## src/rtl/wb_ctrl_pkg.sv

```systemverilog
// Shared opcode encodings, fixed register constants and FSM state type
// for the writeback-stage controller.
package wb_ctrl_pkg;

    localparam logic [3:0] OP_LOAD  = 4'b0000;
    localparam logic [3:0] OP_STOP  = 4'b0001;
    localparam logic [3:0] OP_STORE = 4'b0010;
    localparam logic [3:0] OP_ADD   = 4'b0100;
    localparam logic [3:0] OP_BZ    = 4'b0101;
    localparam logic [3:0] OP_SUB   = 4'b0110;
    localparam logic [3:0] OP_NAND  = 4'b1000;
    localparam logic [3:0] OP_BNZ   = 4'b1001;
    localparam logic [3:0] OP_NOP   = 4'b1010;
    localparam logic [3:0] OP_BPZ   = 4'b1101;

    // SHIFT and ORI ignore opcode bit 3, so only the low three bits are matched
    localparam logic [2:0] OP_SHIFT_LO = 3'b011;
    localparam logic [2:0] OP_ORI_LO   = 3'b111;

    localparam int R1 = 1;

    typedef enum logic {
        ST_RUN    = 1'b0,
        ST_HALTED = 1'b1
    } state_t;

endpackage

```

## src/rtl/wb_stage_ctrl_if.sv

```systemverilog
// Issue/writeback bus between the pipeline and the WB-stage controller.
// master = pipeline side, slave = controller side.
interface wb_stage_ctrl_if #(
    parameter int IR_W     = 8,
    parameter int REG_AW   = 2,
    parameter int NUM_REGS = 4
);
    logic                iss_valid;
    logic [IR_W-1:0]     iss_ir;
    logic                iss_ready;
    logic                wb_valid;
    logic [IR_W-1:0]     wb_ir;
    logic                rf_write;
    logic                reg_in;
    logic [REG_AW-1:0]   rf_waddr;
    logic [NUM_REGS-1:0] busy;
    logic                halted;

    modport master (
        output iss_valid, iss_ir, wb_valid, wb_ir,
        input  iss_ready, rf_write, reg_in, rf_waddr, busy, halted
    );

    modport slave (
        input  iss_valid, iss_ir, wb_valid, wb_ir,
        output iss_ready, rf_write, reg_in, rf_waddr, busy, halted
    );
endinterface

```

## src/rtl/wb_decode.sv

```systemverilog
// Combinational instruction decode: register-writing class, LOAD/STOP flags
// and destination register. Used on both the issue and writeback sides.
module wb_decode
    import wb_ctrl_pkg::*;
#(
    parameter int IR_W   = 8,
    parameter int REG_AW = 2
) (
    input  logic [IR_W-1:0]   ir,
    output logic              writes_rf,
    output logic              is_load,
    output logic              is_stop,
    output logic [REG_AW-1:0] dest
);
    logic [3:0] op;
    logic       is_ori;
    logic       unused_ir_bits;

    assign op             = ir[3:0];
    assign unused_ir_bits = ^ir;

    always_comb begin
        is_ori    = (op[2:0] == OP_ORI_LO);
        is_load   = (op == OP_LOAD);
        is_stop   = (op == OP_STOP);
        writes_rf = is_load || (op == OP_ADD) || (op == OP_SUB) || (op == OP_NAND) ||
                    (op[2:0] == OP_SHIFT_LO) || is_ori;
        // ORI always targets R1 regardless of the IR destination field
        dest      = is_ori ? REG_AW'(R1) : ir[IR_W-1 -: REG_AW];
    end
endmodule

```

## src/rtl/wb_stage_ctrl.sv

```systemverilog
// Writeback-stage controller: RF write control, per-register in-flight write
// scoreboard and STOP halt. Define WB_RETIRE_CNT_EN to add the retire_cnt output.
module wb_stage_ctrl
    import wb_ctrl_pkg::*;
#(
    parameter int IR_W         = 8,
    parameter int NUM_REGS     = 4,
    parameter int REG_AW       = 2,
    parameter int MAX_INFLIGHT = 3,
    parameter int CNT_W        = 2
) (
    input  logic             clock,
    input  logic             reset_n,
    wb_stage_ctrl_if.slave   bus
`ifdef WB_RETIRE_CNT_EN
    ,
    output logic [15:0]      retire_cnt
`endif
);
    logic              iss_writes, iss_is_load, iss_is_stop;
    logic [REG_AW-1:0] iss_dest;
    logic              wb_writes, wb_is_load, wb_is_stop;
    logic [REG_AW-1:0] wb_dest;
    logic              unused_iss_flags;

    wb_decode #(.IR_W(IR_W), .REG_AW(REG_AW)) u_dec_iss (
        .ir        (bus.iss_ir),
        .writes_rf (iss_writes),
        .is_load   (iss_is_load),
        .is_stop   (iss_is_stop),
        .dest      (iss_dest)
    );

    wb_decode #(.IR_W(IR_W), .REG_AW(REG_AW)) u_dec_wb (
        .ir        (bus.wb_ir),
        .writes_rf (wb_writes),
        .is_load   (wb_is_load),
        .is_stop   (wb_is_stop),
        .dest      (wb_dest)
    );

    assign unused_iss_flags = iss_is_load ^ iss_is_stop;

    state_t                           state_q, state_d;
    logic                             rf_write_q, rf_write_d;
    logic                             reg_in_q, reg_in_d;
    logic [REG_AW-1:0]                rf_waddr_q, rf_waddr_d;
    logic [NUM_REGS-1:0][CNT_W-1:0]   cnt_q, cnt_d;

    logic wb_take, wb_wr, same_dest, iss_full, iss_ready, iss_acc;

    // Everything on the WB side is gated by RUN, which also freezes the counters once halted
    assign wb_take   = bus.wb_valid && (state_q == ST_RUN);
    assign wb_wr     = wb_take && wb_writes;
    assign same_dest = wb_wr && (wb_dest == iss_dest);
    assign iss_full  = (cnt_q[iss_dest] == CNT_W'(MAX_INFLIGHT));
    assign iss_ready = (state_q == ST_RUN) && (!iss_writes || !iss_full || same_dest);
    assign iss_acc   = bus.iss_valid && iss_ready && iss_writes;

    for (genvar gi = 0; gi < NUM_REGS; gi++) begin : g_cnt
        logic inc, dec;
        assign inc = iss_acc && (iss_dest == REG_AW'(gi));
        assign dec = wb_wr && (wb_dest == REG_AW'(gi));
        // A WB against an empty counter is a protocol error: saturate at zero
        assign cnt_d[gi] = (inc && !dec) ? cnt_q[gi] + CNT_W'(1) :
                           (dec && !inc && (cnt_q[gi] != '0)) ? cnt_q[gi] - CNT_W'(1) :
                           cnt_q[gi];
        assign bus.busy[gi] = (cnt_q[gi] != '0);
    end

    always_comb begin
        state_d    = state_q;
        if (wb_take && wb_is_stop) begin
            state_d = ST_HALTED;
        end
        rf_write_d = wb_wr;
        reg_in_d   = wb_wr && wb_is_load;
        rf_waddr_d = wb_wr ? wb_dest : rf_waddr_q;
    end

`ifdef WB_RETIRE_CNT_EN
    logic [15:0] retire_q, retire_d;
    assign retire_d   = wb_take ? retire_q + 16'd1 : retire_q;
    assign retire_cnt = retire_q;
`endif

    always_ff @(posedge clock or negedge reset_n) begin
        if (!reset_n) begin
            state_q    <= ST_RUN;
            rf_write_q <= 1'b0;
            reg_in_q   <= 1'b0;
            rf_waddr_q <= '0;
            cnt_q      <= '0;
`ifdef WB_RETIRE_CNT_EN
            retire_q   <= '0;
`endif
        end else begin
            state_q    <= state_d;
            rf_write_q <= rf_write_d;
            reg_in_q   <= reg_in_d;
            rf_waddr_q <= rf_waddr_d;
            cnt_q      <= cnt_d;
`ifdef WB_RETIRE_CNT_EN
            retire_q   <= retire_d;
`endif
        end
    end

    assign bus.iss_ready = iss_ready;
    assign bus.rf_write  = rf_write_q;
    assign bus.reg_in    = reg_in_q;
    assign bus.rf_waddr  = rf_waddr_q;
    assign bus.halted    = (state_q == ST_HALTED);
endmodule
```

## src/flat_wrapper.sv

```systemverilog
// flat-port wrapper written by rule: the top's interface ports become plain ports
module wb_stage_ctrl_flat import wb_ctrl_pkg::*;
#(
    parameter int IR_W         = 8,
    parameter int NUM_REGS     = 4,
    parameter int REG_AW       = 2,
    parameter int MAX_INFLIGHT = 3,
    parameter int CNT_W        = 2
)
  (clock, reset_n, bus_iss_valid, bus_iss_ir, bus_wb_valid, bus_wb_ir, bus_iss_ready, bus_rf_write, bus_reg_in, bus_rf_waddr, bus_busy, bus_halted);
  wb_stage_ctrl_if #(.IR_W(IR_W), .REG_AW(REG_AW), .NUM_REGS(NUM_REGS)) bus_i ();
  input  logic clock;
  input  logic reset_n;
  input wire logic [$bits(bus_i.iss_valid)-1:0] bus_iss_valid;
  input wire logic [$bits(bus_i.iss_ir)-1:0] bus_iss_ir;
  input wire logic [$bits(bus_i.wb_valid)-1:0] bus_wb_valid;
  input wire logic [$bits(bus_i.wb_ir)-1:0] bus_wb_ir;
  output wire logic [$bits(bus_i.iss_ready)-1:0] bus_iss_ready;
  output wire logic [$bits(bus_i.rf_write)-1:0] bus_rf_write;
  output wire logic [$bits(bus_i.reg_in)-1:0] bus_reg_in;
  output wire logic [$bits(bus_i.rf_waddr)-1:0] bus_rf_waddr;
  output wire logic [$bits(bus_i.busy)-1:0] bus_busy;
  output wire logic [$bits(bus_i.halted)-1:0] bus_halted;
  assign bus_i.iss_valid = bus_iss_valid;
  assign bus_i.iss_ir = bus_iss_ir;
  assign bus_i.wb_valid = bus_wb_valid;
  assign bus_i.wb_ir = bus_wb_ir;
  assign bus_iss_ready = bus_i.iss_ready;
  assign bus_rf_write = bus_i.rf_write;
  assign bus_reg_in = bus_i.reg_in;
  assign bus_rf_waddr = bus_i.rf_waddr;
  assign bus_busy = bus_i.busy;
  assign bus_halted = bus_i.halted;
  wb_stage_ctrl #(.IR_W(IR_W), .NUM_REGS(NUM_REGS), .REG_AW(REG_AW), .MAX_INFLIGHT(MAX_INFLIGHT), .CNT_W(CNT_W)) u_core (.clock(clock), .reset_n(reset_n), .bus(bus_i));
endmodule
```

## config.mk

```make
export PLATFORM = sky130hd
export DESIGN_NAME = wb_stage_ctrl_flat
export DESIGN_NICKNAME = d
export VERILOG_FILES = /design/src/rtl/wb_ctrl_pkg.sv /design/src/rtl/wb_stage_ctrl_if.sv /design/src/rtl/wb_decode.sv /design/src/rtl/wb_stage_ctrl.sv /design/src/flat_wrapper.sv
export SDC_FILE = /design/constraint.sdc
export NUM_CORES = 1
export LEC_CHECK = 0
export BUFFER_PORTS_ARGS = -buffer_cell sky130_fd_sc_hd__buf_2
export CAP_MARGIN = 20
export CELL_PAD_IN_SITES_DETAIL_PLACEMENT = 0
export CELL_PAD_IN_SITES_GLOBAL_PLACEMENT = 2
export CORE_UTILIZATION = 26
export DETAILED_ROUTE_END_ITERATION = 8
export HOLD_SLACK_MARGIN = 0.1
export PLACE_DENSITY_LB_ADDON = 0.1
export SETUP_SLACK_MARGIN = 0.1
export SLEW_MARGIN = 15
export SYNTH_ARGS = -nofsm -noshare
export SYNTH_HDL_FRONTEND = slang
export SYNTH_SLANG_ARGS = --single-unit
```

## constraint.sdc

```tcl
create_clock -name clock -period 1.45 [get_ports clock]
set_input_delay 0.0725 -clock clock [delete_from_list [all_inputs] [get_ports clock]]
set_output_delay 0.0725 -clock clock [all_outputs]
set_load 0.05 [all_outputs]
```

=== Word-level counts from Yosys, hierarchy flattened ===
Index checks and enable logic that the tools add are counted.

* Output and inout port bits: 10
* Logic and storage cells: 111
* Input bits: 20
* Register bits after elaboration: 13

* Multiplexer cells: 12
* Order comparisons: 1
* Equality and inequality tests: 19
* Reductions and logical operators: 62
* Add/subtract/negate cells: 8
* Bitwise logic cells: 1

{| class="wikitable"
|+ Operators with widths
! operator !! number
|-
| $logic_and A1 B1 Y1 || 28
|-
| $mux W2 || 11
|-
| $eq A4 B3 Y1 const B || 4
|-
| $reduce_bool A2 Y1 || 8
|-
| $logic_or A1 B1 Y1 || 12
|-
| $eq A2 B2 Y1 const B || 5
|-
| $logic_not A1 Y1 || 10
|-
| $add A2 B1 Y2 const B || 4
|-
| $eq A4 B4 Y1 const B || 2
|-
| $logic_not A4 Y1 || 2
|-
| $sub A2 B1 Y2 const B || 4
|-
| $eq A3 B2 Y1 const B || 2
|-
| $eq A3 B3 Y1 const B || 2
|-
| $bmux W2 S2 || 1
|-
| $eq A2 B1 Y1 const B || 2
|-
| $eq A4 B1 Y1 const B || 1
|-
| $logic_not A2 Y1 || 2
|-
| $lt A2 B3 Y1 const B || 1
|-
| $eq A2 B2 Y1 || 1
|-
| $not A1 Y1 || 1
|}

=== Longest topological paths before layout ===
* Depth after elaboration: 18
* Gate-level depth with buffers: 6
* Gate-level depth less buffers: 6

=== Hierarchy ===
From an unflattened synthesis, not the netlist that was laid out.

* Cell total of the unflattened synthesis: 95
* Area, all modules: 898.4 um2

{| class="wikitable"
|+ Modules (own cells, without submodules)
! module !! area each (um2) !! instances !! sequential area each (um2) !! cells each
|-
| wb_stage_ctrl || 778.2 || 1 || 325.3 || 79
|-
| wb_decode || 60.1 || 2 || 0.0 || 8
|}

=== Worst setup path after synthesis ===
No wires, ideal clock.

* Kind: register to output
* From: reg u_core.state_q, in the netlist u_core.bus.halted
* To: out bus_iss_ready
* Data required time: 1.378 ns
* Arrival: 1.957 ns
* Path buffers: 0
* Setup slack: -0.580 ns
* Cell stages (with the launch flop): 5
* Path through: dfrtp_1 > nor2b_1 > nand2_2 > o21bai_2 > a21oi_1

* Longest elaborated chain between the ends: 6

{| class="wikitable"
|+ RTL lines
! item !! line !! RTL
|-
| start: declaration || wb_stage_ctrl.sv:44 || <nowiki>state_t state_q, state_d;</nowiki>
|-
| start signal: assignment || wb_stage_ctrl.sv:98 || <nowiki>state_q <= state_d;</nowiki>
|-
| $not A1 Y1 (*) || wb_stage_ctrl.sv:53, wb_stage_ctrl.sv:57 ||
|-
| $logic_and A1 B1 Y1 || wb_stage_ctrl.sv:53 || <nowiki>assign wb_take = bus.wb_valid && (state_q == ST_RUN);</nowiki>
|-
| $logic_and A1 B1 Y1 || wb_stage_ctrl.sv:54 || <nowiki>assign wb_wr = wb_take && wb_writes;</nowiki>
|-
| $logic_and A1 B1 Y1 || wb_stage_ctrl.sv:55 || <nowiki>assign same_dest = wb_wr && (wb_dest == iss_dest);</nowiki>
|-
| $logic_or A1 B1 Y1 || wb_stage_ctrl.sv:57 || <nowiki>assign iss_ready = (state_q == ST_RUN) && (!iss_writes || !iss_full || same_dest);</nowiki>
|-
| $logic_and A1 B1 Y1 (*) || wb_stage_ctrl.sv:57 ||
|-
| end: declaration || flat_wrapper.sv:18 || <nowiki>output wire logic [$bits(bus_i.iss_ready)-1:0] bus_iss_ready;</nowiki>
|}

Every way passes the cells marked *; elsewhere a longest branch is shown, timed or not.

=== Worst setup path in the final report ===
* From: reg u_core.cnt_q[7] (netlist bit)
* To: reg u_core.cnt_q[4] (netlist bit)

* Longest elaborated chain between the ends: 14
* Elaborated cells between the ends (all ways): 16
* Those cells by class: eq/ne (1); mux (3); reduce/logical (12)

{| class="wikitable"
|+ RTL lines
! item !! line !! RTL
|-
| start: declaration || wb_stage_ctrl.sv:48 || <nowiki>logic [NUM_REGS-1:0][CNT_W-1:0] cnt_q, cnt_d;</nowiki>
|-
| start signal: assignment || wb_stage_ctrl.sv:102 || <nowiki>cnt_q <= cnt_d;</nowiki>
|-
| $bmux W2 S2 (*) || wb_stage_ctrl.sv:56 || <nowiki>assign iss_full = (cnt_q[iss_dest] == CNT_W'(MAX_INFLIGHT));</nowiki>
|-
| $mux W2 (not written as such) (*) || wb_stage_ctrl.sv:56 ||
|-
| $eq A2 B2 Y1 (*) || wb_stage_ctrl.sv:56 ||
|-
| $logic_not A1 Y1 (*) || wb_stage_ctrl.sv:57 ||
|-
| $logic_or A1 B1 Y1 (*) (2 in a row) || wb_stage_ctrl.sv:57 ||
|-
| $logic_and A1 B1 Y1 (*) || wb_stage_ctrl.sv:57 ||
|-
| $logic_and A1 B1 Y1 (*) (2 in a row) || wb_stage_ctrl.sv:58 || <nowiki>assign iss_acc = bus.iss_valid && iss_ready && iss_writes;</nowiki>
|-
| $logic_and A1 B1 Y1 (*) || wb_stage_ctrl.sv:62 || <nowiki>assign inc = iss_acc && (iss_dest == REG_AW'(gi));</nowiki>
|-
| $logic_not A1 Y1 || wb_stage_ctrl.sv:66 || <nowiki>(dec && !inc && (cnt_q[gi] != '0)) ? cnt_q[gi] - CNT_W'(1) :</nowiki>
|-
| $logic_and A1 B1 Y1 (2 in a row) || wb_stage_ctrl.sv:66 ||
|-
| $reduce_bool A2 Y1 (no line) || -- ||
|}

Every way passes the cells marked *; elsewhere a longest branch is shown, timed or not. The select of a mux whose other input is x is not followed.
A chain may end at the register's enable or synchronous reset.

==> metrics.txt <==
outcome=complete, but fails checks; failing checks=setup timing; final core occ=47.78%; CTS buffer count=3; Pwr per Cell Area=556.9 nW/um2; row count=22; Tmin final=1751 ps; initial core utilization=27.58%; register bit total from synthesis=13; Area after DPL=1575 um2; grt total ovfl=0; final setup fails=9; Synth Instances=119; met3 routed WL=128 um; Post-DP HPWL=2632 um; 1st-iter DRT viols=29; clock sink total=13; Worst-path clk slew=60 ps; Critical Path AT=1920 ps; Setup crit end kind=flop; Worst Tran Pin Value=391.1 ps; Synth Warn #=0; WL/cell=13.64 um; placed insts=237; met2 routed WL=1657 um; Non-Filler Instances=246; slew margin rel.=73.72%; CP startpoint kind=flop; Synthesized Nets=139; Setup TNS=-1901 ps; final hold slack=131.5 ps; GPL Wtd Cong=0.7984; routed wire length=3355 um; # IOs=30; Hold Fails Final Rpt=0; die area=4196 um2; Critical Path RT=1620 ps; Vias/cell=4.984; Max Slew Vio Count=0; Die X=64.78 um; Yosys cell types=39; vias in the first global route=1,207; final setup margin=-300.6 ps; DRC Markers=0; Syn-to-layout area delta=73.26%; CTS max path bufs=2; Synth Cell Area=1025 um2; final instance area=1775 um2; Tcrit/Tclk final=120.7%; Clock Skews=0.8377 ps; n_diodes=0; highest routed layer=met4; largest net degree at the start of global routing=14; All-Layer GR Usage=17.49%; drt pass-1 iters=4; # H-tree levels=1; peak supply drop=0.4053 mV; worst-path fanout max=3; IO buf count=25; clk root buf=clkbuf_8; DRT met1 WL=1503 um; Max Cap Viol=0; CTS tree=done; via count=1,226; leakage power=0.8632 nW; first-pass GRT wire length=5513 um; crit path kind=flop to flop; total core area=3716 um2; part of the Yosys area used for sequential elements=31.75%; Hold Crit Class=primary input to flop; insertion delay to the later sink of the worst-skew pair=250 ps; Fmax achieved=571.2 MHz; die height=64.78 um; Final nets=219; layout cells sized above 1=50.51%; Layout fillers=380; antenna viol nets, final=0; RSZ-0062 raised after global routing=yes; initial antenna violation count=0; Synth Area per Inst=8.611 um2
state kept, by name (all words and copies together) (netlist names):
name                 cells
u_core.bus.reg_in        1
u_core.bus.rf_waddr      2
u_core.cnt_q             8
u_core.bus.rf_write      1
u_core.bus.halted        1
worst max-delay path, stage by stage, from the launching register on:
cell and delay, ps:
dfrtp_1 360, mux2i_1 100, a221o_1 410, o21ba_4 260
o211ai_1 300, mux2i_1 230
report_power, final:
group,leakage [nW],switching [mW],internal (mW),total [mW]
combinational,0.668,0.142,0.128,0.270
sequential,0.169,0.00349,0.369,0.372
clock,0.0255,0.156,0.191,0.347
final cells by class:
type	instances	area, um2	share of cell area (%)
sequential	13	326.6	18.39
clock buffer	3	41.29	2.326
timing repair buffer	75	554.3	31.22
inverter	9	33.78	1.903
tap	48	60.06	3.383
clock inverter	1	5.005	0.2819
multi-input combinational	97	754.5	42.49
through the flow:
stage | total power [mW] | worst slack [ps]
after global routing | 1.044 | -360.6
after floorplan | 0.4828 | -198.3
after global placement | 0.6148 | -288.0
after detailed placement | 0.6179 | -327.1
after CTS | 0.9961 | -303.1
final | 0.9888 | -300.6
cell usage after synthesis:
cell        n  area (um2)
a311oi_1    1       8.760
or4_4       1       11.26
a22o_1      1       8.760
nor2_1      5       18.77
a31oi_1     2       12.51
o211ai_1    8       60.06
o221ai_1    4       35.03
a21oi_1     3       15.01
o21a_1      4       30.03
nand3_1     6       30.03
and3_1      2       12.51
dfrtp_1    13       325.3
nor3b_1     2       15.01
and2_1      5       31.28
mux2i_1     5       50.05
nand4b_1    1       8.760
o31ai_1     2       15.01
inv_2       1       3.750
nand3b_1    1       7.510
nand2_2     1       6.260
a2111oi_4   1       27.53
nor2b_1     2       12.51
o21ba_2     1       10.01
and4b_1     1       10.01
a221o_1     1       10.01
o211a_1     1       10.01
o2111ai_1   1       8.760
or2_2       4       25.02
nor3_1      3       15.01
o2bb2ai_1   1       8.760
o21ai_0     4       20.02
o21bai_2    1       11.26
o21ai_1     1       5.000
mux2_1      1       11.26
a21o_1      1       7.510
nor4_2      2       25.02
or3_1       3       18.77
inv_1       8       30.03
nand2_1    14       52.55
final timing paths:
path | startpoint | to | slack [ps] | depth (start not counted)
min in group asynchronous | reset_n | u_core.cnt_q[3]$_DFFE_PN0P_ | 250 | 2
max in group asynchronous | reset_n | u_core.bus.halted$_DFFE_PN0P_ | 940 | 2
worst min-delay path | bus_wb_ir[0] | u_core.bus.reg_in$_DFF_PN0_ | 130 | 3
worst max-delay path | u_core.cnt_q[7]$_DFFE_PN0P_ | u_core.cnt_q[4]$_DFFE_PN0P_ | -300 | 5
worst max register to register | u_core.cnt_q[7]$_DFFE_PN0P_ | u_core.cnt_q[4]$_DFFE_PN0P_ | -300 | 5
worst min register to register | u_core.bus.rf_waddr[0]$_DFFE_PN0P_ | u_core.bus.rf_waddr[0]$_DFFE_PN0P_ | 480 | 1
placed cells by master (no fill, tap or decap), drive strengths merged, types with 2 or more instances in the layout:
cell,synthesis,routed
buf,0,72
nand2,15,15
dfrtp,13,13
inv,9,9
o211ai,8,8
nand3,6,6
mux2i,5,5
and2,5,5
nor2,5,5
o21ai,5,5
o21a,4,4
or2,4,4
o221ai,4,4
or3,3,3
nor3,3,3
clkbuf,0,3
dlygate4sd3,0,3
a21oi,3,3
and3,2,2
a31oi,2,2
o31ai,2,2
nor2b,2,2
nor4,2,2
nor3b,2,2
kinds of logic after synthesis:
family	share of synthesized area (%)
DFF	31.75
and+or+nand+nor	29.30
buffers and inverters	3.296
muxes	5.983
AOI/OAI and AO/OA	29.67
metal layers:
metal / vias up / track usage, %
li1: 616 / -
met1: 577 / 20.65
met2: 27 / 30.73
met3: 6 / 3.873
met4: 0 / 6.111
met5: - / 0
timing repair:
action,in CTS,in global routing
pin swaps,1,12
setup endpoints to repair,10,13
resized for setup,13,16
hold buffers,3,0
endpoints found under the hold margin,15,0
setup buffers,1,2
No activity file was read; power rests on OpenSTA's default activity.
